===== src/rtl/traffic_lights_pkg.sv =====
// traffic_lights_pkg: command encodings and frame FSM states shared by the traffic-light controller and its frame receiver
package traffic_lights_pkg;
   localparam int CMD_SIZE      = 3;
   localparam int CMD_DATA_SIZE = 16;
   typedef enum logic [CMD_SIZE-1:0] {
      CMD_ON           = 3'd0,
      CMD_OFF          = 3'd1,
      CMD_NOTRANSITION = 3'd2,
      CMD_SET_GREEN    = 3'd3,
      CMD_SET_RED      = 3'd4,
      CMD_SET_YELLOW   = 3'd5
   } cmd_type_t;
   typedef enum logic [2:0] {HUNT_S, TYPE_S, DHI_S, DLO_S, CSUM_S} frame_state_t;
endpackage


===== src/rtl/traffic_cmd_frame_rx.sv =====
// traffic_cmd_frame_rx: hunts for header/type/data/checksum frames on a byte stream and emits
// one-cycle command or error pulses for the traffic-light controller
module traffic_cmd_frame_rx
   import traffic_lights_pkg::*;
#(
   parameter logic [7:0] HEADER_BYTE  = 8'hA5,
   parameter int         TIMEOUT_CLK  = 1000,
   parameter int         MAX_CMD_TYPE = 5,
   parameter int         ERR_CNT_W    = 8
) (
   input  logic                     clk_i,
   input  logic                     arst_n_i,
   input  logic [7:0]               byte_i,
   input  logic                     byte_valid_i,
   output logic [CMD_SIZE-1:0]      cmd_type_o,
   output logic [CMD_DATA_SIZE-1:0] cmd_data_o,
   output logic                     cmd_valid_o,
   output logic                     err_csum_o,
   output logic                     err_type_o,
   output logic                     err_timeout_o,
   output logic [ERR_CNT_W-1:0]     err_cnt_o
);
   localparam int TW = $clog2(TIMEOUT_CLK + 1);
   frame_state_t            r_state, w_state_nxt;
   logic [TW-1:0]           r_tmo_cnt;
   logic [7:0]              r_csum, r_dhi, r_dlo;
   logic [CMD_SIZE-1:0]     r_type, r_cmd_type;
   logic                    r_type_ill;
   logic [CMD_DATA_SIZE-1:0] r_cmd_data;
   logic                    r_cmd_valid, r_err_csum, r_err_type, r_err_timeout;
   logic [ERR_CNT_W-1:0]    r_err_cnt;
   logic                    w_expire, w_good, w_csum_bad, w_type_bad, w_err;
   // Expiry is the TIMEOUT_CLK-th consecutive idle cycle; a byte on that cycle still wins.
   assign w_expire = (r_state != HUNT_S) && !byte_valid_i && (r_tmo_cnt == TW'(TIMEOUT_CLK - 1));
   always_comb begin
      w_state_nxt = r_state;
      w_good      = 1'b0;
      w_csum_bad  = 1'b0;
      w_type_bad  = 1'b0;
      if (w_expire) begin
         w_state_nxt = HUNT_S;
      end else if (byte_valid_i) begin
         case (r_state)
            HUNT_S:  w_state_nxt = (byte_i == HEADER_BYTE) ? TYPE_S : HUNT_S;
            TYPE_S:  w_state_nxt = DHI_S;
            DHI_S:   w_state_nxt = DLO_S;
            DLO_S:   w_state_nxt = CSUM_S;
            CSUM_S: begin
               w_state_nxt = HUNT_S;
               w_csum_bad  = byte_i != r_csum;
               w_type_bad  = !w_csum_bad && r_type_ill;
               w_good      = !w_csum_bad && !r_type_ill;
            end
            default: w_state_nxt = HUNT_S;
         endcase
      end
   end
   assign w_err = w_csum_bad || w_type_bad || w_expire;
   always_ff @(posedge clk_i or negedge arst_n_i) begin
      if (!arst_n_i) begin
         r_state       <= HUNT_S;
         r_tmo_cnt     <= '0;
         r_csum        <= '0;
         r_dhi         <= '0;
         r_dlo         <= '0;
         r_type        <= '0;
         r_type_ill    <= 1'b0;
         r_cmd_type    <= '0;
         r_cmd_data    <= '0;
         r_cmd_valid   <= 1'b0;
         r_err_csum    <= 1'b0;
         r_err_type    <= 1'b0;
         r_err_timeout <= 1'b0;
         r_err_cnt     <= '0;
      end else begin
         r_state       <= w_state_nxt;
         r_tmo_cnt     <= (r_state == HUNT_S || byte_valid_i || w_expire) ? '0 : r_tmo_cnt + 1'b1;
         if (byte_valid_i) r_csum <= (r_state == HUNT_S) ? byte_i : r_csum ^ byte_i;
         if (byte_valid_i && r_state == TYPE_S) begin
            r_type     <= byte_i[CMD_SIZE-1:0];
            r_type_ill <= byte_i > 8'(MAX_CMD_TYPE);
         end
         if (byte_valid_i && r_state == DHI_S) r_dhi <= byte_i;
         if (byte_valid_i && r_state == DLO_S) r_dlo <= byte_i;
         if (w_good) begin
            r_cmd_type <= r_type;
            r_cmd_data <= {r_dhi, r_dlo};
         end
         r_cmd_valid   <= w_good;
         r_err_csum    <= w_csum_bad;
         r_err_type    <= w_type_bad;
         r_err_timeout <= w_expire;
         if (w_err && !(&r_err_cnt)) r_err_cnt <= r_err_cnt + 1'b1;
      end
   end
   assign cmd_type_o    = r_cmd_type;
   assign cmd_data_o    = r_cmd_data;
   assign cmd_valid_o   = r_cmd_valid;
   assign err_csum_o    = r_err_csum;
   assign err_type_o    = r_err_type;
   assign err_timeout_o = r_err_timeout;
   assign err_cnt_o     = r_err_cnt;
endmodule

===== config.mk =====
export PLATFORM = sky130hd
export DESIGN_NAME = traffic_cmd_frame_rx
export DESIGN_NICKNAME = d
export VERILOG_FILES = /design/src/rtl/traffic_lights_pkg.sv /design/src/rtl/traffic_cmd_frame_rx.sv
export SDC_FILE = /design/constraint.sdc
export NUM_CORES = 1
export LEC_CHECK = 0
export CAP_MARGIN = 5
export CORE_UTILIZATION = 59
export CTS_CLUSTER_SIZE = 40
export DETAILED_ROUTE_END_ITERATION = 8
export GPL_TIMING_DRIVEN = 0
export PLACE_DENSITY_LB_ADDON = 0.12
export RECOVER_POWER = 50
export SYNTH_ARGS = -nofsm -noshare
export SYNTH_HDL_FRONTEND = slang
export SYNTH_SLANG_ARGS = --single-unit
export TNS_END_PERCENT = 20

===== constraint.sdc =====
create_clock -name clk_i -period 3.15 [get_ports clk_i]
set_input_delay 0.4725 -clock clk_i [delete_from_list [all_inputs] [get_ports clk_i]]
set_output_delay 0.4725 -clock clk_i [all_outputs]
set_load 0.1 [all_outputs]

==> results of run 1 <==
[cells by family after synthesis]
family	synth area share (%)
multiplexers	15.1
flip-flops	57.1
AND/OR/NAND/NOR	12.6
buffers and inverters	2.30
XOR/XNOR	6.10
adder cells (fa/ha/maj)	0.793
AO/OA/AOI/OAI	5.99
[cell type report]
type | count | share of cell area [%]
repair buffers | 39 | 9.80
clock buffers | 11 | 3.85
well taps | 70 | 2.23
multi-input cells | 162 | 32.6
plain buffers | 8 | 1.56
flip-flops and latches | 72 | 45.8
inverters | 3 | 0.286
clock inverters | 5 | 3.82
[synth_stat cells (all sizes together), types with 3 or more instances]
library cell / number / area [sq um]
dfrtp: 72 / 1800
mux2: 39 / 477
nand2: 16 / 62.6
nor2: 16 / 60.1
xor2: 12 / 105
nand3: 10 / 50.1
xnor2: 10 / 87.6
a32o: 8 / 80.1
and3: 8 / 50.1
o21ai: 8 / 40.0
clkbuf: 5 / 18.8
nand4: 4 / 25.0
buf: 3 / 42.5
inv: 3 / 11.3
nor3: 3 / 15.0
nor4: 3 / 25.0
or3: 3 / 18.8
[through the flow]
step	setup slack [ns]	power (uW)	util [%]	cell area, sq um	TNS [ns]
after floorplan	0.800	1750	-	3160	0
after detailed placement	0.0945	1950	70.7	3630	0
final	0.381	2990	76.5	3930	0
after global routing	0.314	3130	76.5	3930	0
after CTS	0.447	3010	76.5	3930	0
after global placement	-0.765	1900	70.7	3630	-54.88
[registers in the layout, indices dropped and copies added, names as in the netlist]
name	cells
r_type	3
r_dlo	8
err_csum_o	1
err_timeout_o	1
cmd_type_o	3
r_tmo_cnt	10
r_dhi	8
r_state	3
r_csum	8
err_type_o	1
cmd_data_o	16
err_cnt_o	8
cmd_valid_o	1
r_type_ill	1
[worst max-delay path, delay by kind of cell]
kind	cells	cell delay, ns
xor+xnor	1	0.22
mux	1	0.30
simple gates	3	0.96
buf+inv	3	1.03
[worst max path at each step]
stage / startpoint / endpoint / slack (ns) / cells past startpoint
2_1_floorplan: byte_i[2] / cmd_data_o[10]$_DFFE_PN0P_ / 0.80 / 8
3_3_place_gp: arst_n_i / cmd_data_o[10]$_DFFE_PN0P_ / -0.77 / 1
3_5_place_dp: byte_i[0] / cmd_data_o[9]$_DFFE_PN0P_ / 0.09 / 8
4_1_cts: byte_i[0] / cmd_data_o[9]$_DFFE_PN0P_ / 0.45 / 8
5_1_grt: byte_i[0] / cmd_data_o[9]$_DFFE_PN0P_ / 0.31 / 8
6_report: byte_i[0] / cmd_data_o[9]$_DFFE_PN0P_ / 0.38 / 8
[cell usage in the layout, fill, tap and decap left out, types with 2 or more instances in the layout]
cell,instances
nor4_1,2
o21ai_0,8
bufinv_16,5
nand2_1,15
and4_1,2
mux2_4,10
inv_1,3
dfrtp_1,72
nor3_1,3
clkdlybuf4s50_1,36
clkbuf_1,5
xnor2_1,10
nand4_1,4
ha_1,2
a32o_1,8
a21oi_1,2
nor2_1,16
xor2_1,12
mux2_2,29
nor2b_1,2
nand3_1,10
buf_6,2
dlygate4sd3_1,2
and3_1,8
clkbuf_8,11
or3_1,3
[power breakdown]
part,total (uW),internal [uW],switching [uW]
clock network,1060,730,332
registers,1290,1130,161
logic,639,271,368
[routing by layer]
layer / up-vias / wire length [um] / track usage, %
li1: 992 / - / -
met1: 1079 / 2680 / 31.6
met2: 61 / 3000 / 39.1
met3: 14 / 252 / 4.95
met4: 0 / 145 / 12.8
met5: - / 0 / 0
==> key figures, run 1 <==
Outcome
  • Outcome: complete, but fails checks
  • Failing checks: max-capacitance violations, max-slew violations

Cells and area
  • Filler Cell Count: 363
  • Final Instance Count excl. Fillers: 370
  • Area growth from synthesis to layout: 24.5%
  • Share of layout cells above drive strength 1: 21.3%
  • Nets: ~310
  • ANT cells: 0
  • Seq. cell area: between 1500 and 2000 sq um
  • Area of the multi-input gates: approximately 1300 sq um

GRT
  • Gr ovfl total: 0
  • Global-route wire length before repair: 9.83 mm
  • Vias in the first global route: 2070
  • Initial antenna violation count: 0
  • Pin count of the biggest net entering global routing: 73
  • GRT Total Usage: 24.4%

Synthesis
  • Synth warn: 0
  • Syn avg cell area: 12.9 sq um
  • Async S/R FF share, synth: between 90% and 100%
  • Yosys reg bits: 72
  • Sequential area share after synthesis: 57.1%
  • Cells after synthesis: 245
  • Syn Nets: roughly 260
  • Synth cell types: 39
  • Post-synth EDFFs: 0
  • Post-Syn Area: 3160 sq um
  • Ys flop type: dfrtp_1

Worst setup path
  • R2r setup slk: 0.83 ns
  • Setup crit end kind: flop
  • Reg-to-reg startpoint: r_csum[2]$_DFFE_PN0P_
  • Slowest stage cell on the critical path: dlygate4sd3_1
  • Setup CP Type: primary input to flop
  • Critical path startpoint category: primary input
  • Crit Path Max Fanout: 10
  • Cells along the critical path: dlygate4sd3_1, xor2_1, nor4_2, nand2_2, or4_4, buf_6, buf_12, mux2_4
  • WP data arrival: 3.00 ns
  • Worst EP required: roughly 3.4 ns
  • Reg2reg end: cmd_data_o[9]$_DFFE_PN0P_
  • Worst path max stage delay: 0.70 ns
  • R2R cell count: 7

Min path
  • Hold Path End: r_dhi[2]$_DFFE_PN0P_
  • Hold WC Path Type: primary input to flop
  • Hold Startpoint: byte_i[2]
  • Hold Crit Depth: 2

Clock network
  • Post-CTS Setup Bufs: 0
  • Clock Sink Count: 72
  • Deepest clock path buffer count: 2
  • CTS tree: yes
  • Clock Pin Slew Worst Setup and Hold Paths: 0.07 ns
  • H-tree depth: 3
  • CTS buffer count: 9
  • Hold buffers post-CTS: 0
  • Worst skew pair latency: about 0.35 ns
  • PostCTS Resize Cnt: 0
  • Clk root buf: clkbuf_8

Routing
  • Routed Antenna Nets: 0
  • 1st-pass router iterations: 4
  • Vias per inst: slightly below 6
  • DRC: 0
  • WL/cell: 16.4 um
  • Via Count: 2146
  • Routed WL: between 6 and 7 mm
  • DR iter-0 viols: 121

Flow run
  • Maxcap violations: 1

STA
  • Max-Slew Margin vs Limit: -15.9%
  • Final Max Slew Viols: 73
  • Final hold vios: 0
  • RSZ-0062 raised after global routing: false
  • Fin Hold WS: 0.420 ns
  • Tightest Pin Transition: 1.74 ns
  • Worst Skew: 0.00628 ns
  • Max Clock Freq: between 300 and 400 MHz
  • Post-layout min period: 2.77 ns
  • Final critical-path share of the clock period: 87.9%
  • Final setup vio count: 0

Placement
  • Dpl hpwl: 4.02 mm
  • Port bufs: 39
  • Post-Place Cells: 354
  • Gpl congestion: 0.782

Die
  • Row cnt: 26
  • Core region area: between 5000 and 6000 sq um
  • Die width: 75.1 um
  • Starting Density: 61.4%
  • Die height: 75.1 um
  • Die area: about 5600 sq um
  • Ports: 42

Power and ir drop
  • Power Density: 760 nW/um^2
  • Leak: approximately 0.0018 uW
  • Worst IR drop on VDD: 0.425 mV
Note: power is estimated with default switching activity, not from simulation.
==> run 2: changes to the inputs <==
--- a/config.mk
+++ b/config.mk
@@ -6,7 +6,7 @@
 export NUM_CORES = 1
 export LEC_CHECK = 0
 export CAP_MARGIN = 5
-export CORE_UTILIZATION = 59
+export CORE_UTILIZATION = 54
 export CTS_CLUSTER_SIZE = 40
 export DETAILED_ROUTE_END_ITERATION = 8
 export GPL_TIMING_DRIVEN = 0
==> constraint.sdc (replaced) <==
create_clock -name clk_i -period 3 [get_ports clk_i]
set_input_delay 0.45 -clock clk_i [delete_from_list [all_inputs] [get_ports clk_i]]
set_output_delay 0.45 -clock clk_i [all_outputs]
set_load 0.1 [all_outputs]
==> key figures, run 2 (synthesis results as in run 1) <==
Clock network
  • H-tree depth: 3
  • Clk root buf: clkbuf_8
  • CTS tree: yes
  • Worst skew pair latency: 0.34 ns
  • Clock Sink Count: 72
  • Clock Pin Slew Worst Setup and Hold Paths: 0.07 ns
  • Deepest clock path buffer count: 2
  • CTS buffer count: 9
  • Hold buffers post-CTS: 0
  • PostCTS Resize Cnt: 0
  • Post-CTS Setup Bufs: 0

Die
  • Ports: 42
  • Row cnt: 27
  • Die height: ~78 um
  • Die area: about 6200 sq um
  • Die width: 78.5 um
  • Core region area: 5570 sq um
  • Starting Density: 56.6%

Cells and area
  • Design Area, Final: 3850 sq um
  • Max reg flops: 16
  • Commonest non-fill, non-tap cell in the layout: dfrtp_1
  • Commonest non-fill, non-tap cells in the layout: 72 x dfrtp_1, 36 x clkdlybuf4s50_1, 29 x mux2_2, 16 x nor2_1, 15 x nand2_1
  • Final Instance Count excl. Fillers: roughly 370
  • Nets: 308
  • ANT cells: 0
  • Filler Cell Count: 405
  • Share of layout cells above drive strength 1: 21.3%
  • Area growth from synthesis to layout: 22.0%

STA
  • Setup TNS: 0 ns
  • Worst Skew: 0.00702 ns
  • RSZ-0062 raised after global routing: false
  • Tightest Pin Transition: 1.69 ns
  • Max Clock Freq: 374 MHz
  • Max-Slew Margin vs Limit: -12.8%
  • Final critical-path share of the clock period: a little under 90%
  • Final hold vios: 0
  • Fin Hold WS: 0.398 ns
  • Final setup vio count: 0
  • Final Max Slew Viols: 73
  • Post-layout min period: about 2.7 ns

Routing
  • Routed Antenna Nets: 0
  • DRC: 0
  • Routed WL: 5.65 mm
  • 1st-pass router iterations: 4
  • DR iter-0 viols: 117
  • WL/cell: 15.2 um
  • Via Count: 2061
  • Vias per inst: 5.54

GRT
  • Pin count of the biggest net entering global routing: 73
  • GRT Total Usage: 20.6%
  • Gr ovfl total: 0
  • Vias in the first global route: 2004
  • Global-route wire length before repair: 9.47 mm
  • Initial antenna violation count: 0

Flow run
  • Maxcap violations: 1

Placement
  • Dpl hpwl: 3.74 mm
  • Post-Place Cell Area: 3630 sq um
  • Gpl congestion: 0.778
  • Post-Place Cells: 356
  • Port bufs: 39

Worst setup path
  • Setup CP Type: primary input to flop
  • Worst EP required: 3.23 ns
  • Slowest stage cell on the critical path: clkdlybuf4s50_1
  • Crit Path Max Fanout: 10
  • Critical path startpoint category: primary input
  • Cells along the critical path: clkdlybuf4s50_1, xor2_1, nor4_2, nand2_2, or4_4, buf_6, buf_12, mux2_4
  • Worst path max stage delay: 0.56 ns
  • Crit-path leading delay family: simple AND/OR/NAND/NOR gates
  • Setup crit end kind: flop
  • WP buf/inv: 3
  • WP data arrival: 2.90 ns

Power and ir drop
  • Sw Share: 31.4%
  • Power Density: ~740 nW/um^2
  • Reg power frac: 47.2%
  • Internal Power: 1950 uW
  • Leak: 0.00177 uW
  • Comb pwr share: 23.5%
  • Clock Power Share: 29.3%
  • Worst IR drop on VDD: 0.493 mV
  • NetSw: 893 uW

Min path
  • Hold WC Path Type: primary input to flop

Outcome
  • Outcome: complete, but fails checks
  • Failing checks: max-capacitance violations, max-slew violations
-- run 2: worst paths after layout --
| check | start | endpoint | slack (ns) | cells past startpoint |
|---|---|---|---|---|
| worst min register to register | r_tmo_cnt[0]$_DFF_PN0_ | r_tmo_cnt[0]$_DFF_PN0_ | 0.50 | 1 |
| worst max register to register | r_csum[2]$_DFFE_PN0P_ | cmd_type_o[1]$_DFFE_PN0P_ | 0.66 | 7 |
| worst max-delay path | byte_i[5] | cmd_type_o[1]$_DFFE_PN0P_ | 0.32 | 8 |
| worst min-delay path | byte_i[2] | r_dhi[2]$_DFFE_PN0P_ | 0.40 | 2 |
| max in group asynchronous | arst_n_i | r_tmo_cnt[9]$_DFF_PN0_ | 1.45 | 1 |
| min in group asynchronous | arst_n_i | err_cnt_o[3]$_DFFE_PN0P_ | 0.54 | 1 |
-- run 2: metrics by stage --
stage	worst slack (ns)	power (uW)	utilization, %
floorplan	0.673	1840	-
detailed placement	-0.00190	2030	65.2
global placement	-0.964	2000	65.3
finish	0.323	2850	69.1
CTS	0.357	2870	69.2
global route	0.238	2990	69.1
-- run 2: per-layer routing --
metal,global-route usage (%),share of wire [%],up-vias
met5,0,0,-
met4,8.33,0.97,0
met3,4.88,3.7,6
met2,32.7,48,46
met1,27.2,47,1023
li1,-,-,986
-- run 2: worst reg2reg max path: cells and delay by family, from the launching register on --
| family | cells | cell delay (ns) |
|---|---|---|
| xor+xnor | 1 | 0.16 |
| buf+inv | 2 | 0.33 |
| flops | 1 | 0.41 |
| mux | 1 | 0.30 |
| simple gates | 3 | 1.04 |
-- run 2: layout make-up --
class | count | area, sq um | share of cell area [%]
Timing Repair Buffer | 39 | 385 | 10.0
Multi-Input combinational cell | 162 | 1280 | 33.3
Buffer | 8 | 61.3 | 1.59
Clock inverter | 6 | 82.6 | 2.14
Sequential cell | 72 | 1800 | 46.8
Tap cell | 72 | 90.1 | 2.34
Clock buffer | 10 | 138 | 3.57
Inverter | 3 | 11.3 | 0.292
-- run 2: power by group through the flow --
stage / registers [uW] / clock network (uW) / logic (uW)
after CTS: 1340 / 847 / 675
after detailed placement: 1360 / 0 / 670
after global routing: 1370 / 888 / 732
after global placement: 1350 / 0 / 653
final: 1340 / 834 / 668
after floorplan: 1430 / 0 / 410
==> run 3: changes to the inputs <==
--- a/config.mk
+++ b/config.mk
@@ -6,12 +6,16 @@
 export NUM_CORES = 1
 export LEC_CHECK = 0
 export CAP_MARGIN = 5
-export CORE_UTILIZATION = 54
+export CELL_PAD_IN_SITES_DETAIL_PLACEMENT = 1
+export CELL_PAD_IN_SITES_GLOBAL_PLACEMENT = 1
+export CORE_UTILIZATION = 44
 export CTS_CLUSTER_SIZE = 40
 export DETAILED_ROUTE_END_ITERATION = 8
 export GPL_TIMING_DRIVEN = 0
 export PLACE_DENSITY_LB_ADDON = 0.12
 export RECOVER_POWER = 50
+export SKIP_CTS_REPAIR_TIMING = 1
+export SKIP_LAST_GASP = 1
 export SYNTH_ARGS = -nofsm -noshare
 export SYNTH_HDL_FRONTEND = slang
 export SYNTH_SLANG_ARGS = --single-unit
==> key figures, run 3 (synthesis results as in run 1) <==
Outcome
  • Outcome: complete, but fails checks
  • Failing checks: max-capacitance violations, max-slew violations

Placement
  • Pre-CTS setup slack: -0.0376 ns
  • Gpl congestion: 0.755
  • Post-Place Cell Area: 3690 sq um
  • Dpl hpwl: 4.54 mm
  • Post-Place Cells: 381
  • Port bufs: 39

Routing
  • Routed WL: 6.85 mm
  • WL/cell: about 17 um
  • Via Count: 2092
  • DR iter-0 viols: a little over 100
  • Vias per inst: ~5.3
  • Routed Antenna Nets: 0
  • 1st-pass router iterations: 4
  • DRC: 0

Cells and area
  • Area of the multi-input gates: 1280 sq um
  • Design Area, Final: 3910 sq um
  • Area growth from synthesis to layout: 23.9%
  • Filler Cell Count: 694
  • ANT cells: 0
  • Commonest non-fill, non-tap cell in the layout: dfrtp_1
  • Share of layout cells above drive strength 1: 20.9%
  • Max reg flops: 16
  • Nets: 309
  • Final Instance Count excl. Fillers: about 400
  • Commonest non-fill, non-tap cells in the layout: 72 x dfrtp_1, 36 x clkdlybuf4s50_1, 29 x mux2_2, 16 x nor2_1, 15 x nand2_1
  • Seq. cell area: 1800 sq um

Worst setup path
  • Reg2reg end: cmd_type_o[1]$_DFFE_PN0P_
  • Setup crit end kind: flop
  • Slowest stage cell on the critical path: dlygate4sd3_1
  • R2r setup slk: between 0.6 and 0.7 ns
  • Logic depth of the worst path, buffers included: 8
  • Critical path startpoint category: primary input
  • Worst setup path endpoint: cmd_type_o[1]$_DFFE_PN0P_
  • R2R cell count: 7
  • Reg-to-reg startpoint: r_csum[2]$_DFFE_PN0P_
  • Setup CP Type: primary input to flop
  • Worst path max stage delay: 0.67 ns
  • Worst EP required: 3.23 ns
  • Crit Path Max Fanout: 10
  • Crit path from: byte_i[0]
  • WP buf/inv: 3
  • Cells along the critical path: dlygate4sd3_1, xor2_1, nor4_2, nand2_2, or4_4, buf_6, buf_12, mux2_4
  • Crit-path leading delay family: buffers and inverters
  • WP data arrival: 2.97 ns

Clock network
  • Deepest clock path buffer count: 2
  • CTS buffer count: 9
  • Worst skew pair latency: 0.35 ns
  • CTS tree: yes
  • Clock Sink Count: 72
  • H-tree depth: 3
  • Clock Pin Slew Worst Setup and Hold Paths: roughly 0.080 ns
  • Clk root buf: clkbuf_8

Die
  • Core region area: 6870 sq um
  • Ports: 42
  • Die width: 86.7 um
  • Die height: about 87 um
  • Die area: 7520 sq um
  • Starting Density: a little under half
  • Row cnt: 30

Power and ir drop
  • Reg power frac: between 40% and 50%
  • Power Density: 760 nW/um^2
  • Worst IR drop on VDD: 0.522 mV
  • NetSw: 930 uW
  • Clock Power Share: 31.8%
  • Internal Power: 2040 uW
  • Sw Share: 31.3%
  • Comb pwr share: 22.9%
  • Leak: 0.00179 uW
  • Total Power: 2970 uW

STA
  • Final Max Slew Viols: 73
  • Final critical-path share of the clock period: between 90% and 100%
  • Post-layout min period: 2.73 ns
  • Fin Hold WS: 0.387 ns
  • Worst Skew: approximately 0.011 ns
  • Tightest Pin Transition: 1.79 ns
  • Final setup vio count: 0
  • Final hold vios: 0
  • Max Clock Freq: 366 MHz
  • RSZ-0062 raised after global routing: false
  • Max-Slew Margin vs Limit: -19.3%
  • Worst setup margin: 0.267 ns

GRT
  • GRT Total Usage: 20.8%
  • Global-route wire length before repair: 11.7 mm
  • Vias in the first global route: 2250
  • Gr ovfl total: 0
  • Pin count of the biggest net entering global routing: 73
  • Initial antenna violation count: 0

Flow run
  • Maxcap violations: 1

Min path
  • Hold Startpoint: byte_i[2]
  • Hold WC Path Type: primary input to flop
==> run 3: cell count changes in the layout (fill, tap and decap cells not counted) <==
cell / previous run / this run
clkbuf_4: 0 / 1
clkinv_4: 0 / 1
clkbuf_1: 5 / 6
bufinv_16: 2 / 3
clkinvlp_4: 1 / 0
clkinv_2: 3 / 1
nor3b_2: 1 / 0
nor3b_1: 1 / 2
==> run 3: power by group through the flow <==
stage / Combinational, uW / Clock (uW) / Sequential (uW)
6_report: 680 / 944 / 1350
3_5_place_dp: 691 / 0 / 1370
3_3_place_gp: 664 / 0 / 1350
2_1_floorplan: 410 / 0 / 1430
5_1_grt: 749 / 1010 / 1380
4_1_cts: 695 / 962 / 1350
==> run 3: worst min-delay path by stage <==
stage               depth (start not counted)                   endpoint  slack, ns
finish                                      2       r_dhi[2]$_DFFE_PN0P_       0.39
global route                                2       r_dhi[2]$_DFFE_PN0P_       0.39
CTS                                         2   err_cnt_o[6]$_DFFE_PN0P_       0.13
detailed placement                          1     r_tmo_cnt[0]$_DFF_PN0_       0.48
global placement                            1   err_cnt_o[4]$_DFFE_PN0P_       0.48
floorplan                                   0  cmd_data_o[0]$_DFFE_PN0P_       0.15
==> run 3: final cells by class <==
cell class                 instances  share of cell area [%]
buffer                             8                    1.57
clock buffer                      11                    3.62
clock inverter                     5                    2.66
inverter                           3                   0.288
multi-input combinational        162                    32.7
sequential                        72                    46.1
tap                               96                    3.07
timing repair buffer              40                    10.0
==> run 3: stage by stage <==
step                      util (%)  setup TNS [ns]
after global placement        53.4          -72.39
final                         56.9               0
after CTS                     57.3               0
after detailed placement      53.8          -0.288
after floorplan                  -               0
after global routing          56.9               0
==> run 3: per-layer routing <==
metal | GRT usage [%] | part of all wire (%) | wire length [um]
met1 | 28.6 | 48 | 3320
met2 | 33.0 | 47 | 3230
met3 | 4.86 | 3.1 | 212
met4 | 6.36 | 1.2 | 85
met5 | 0 | 0 | 0
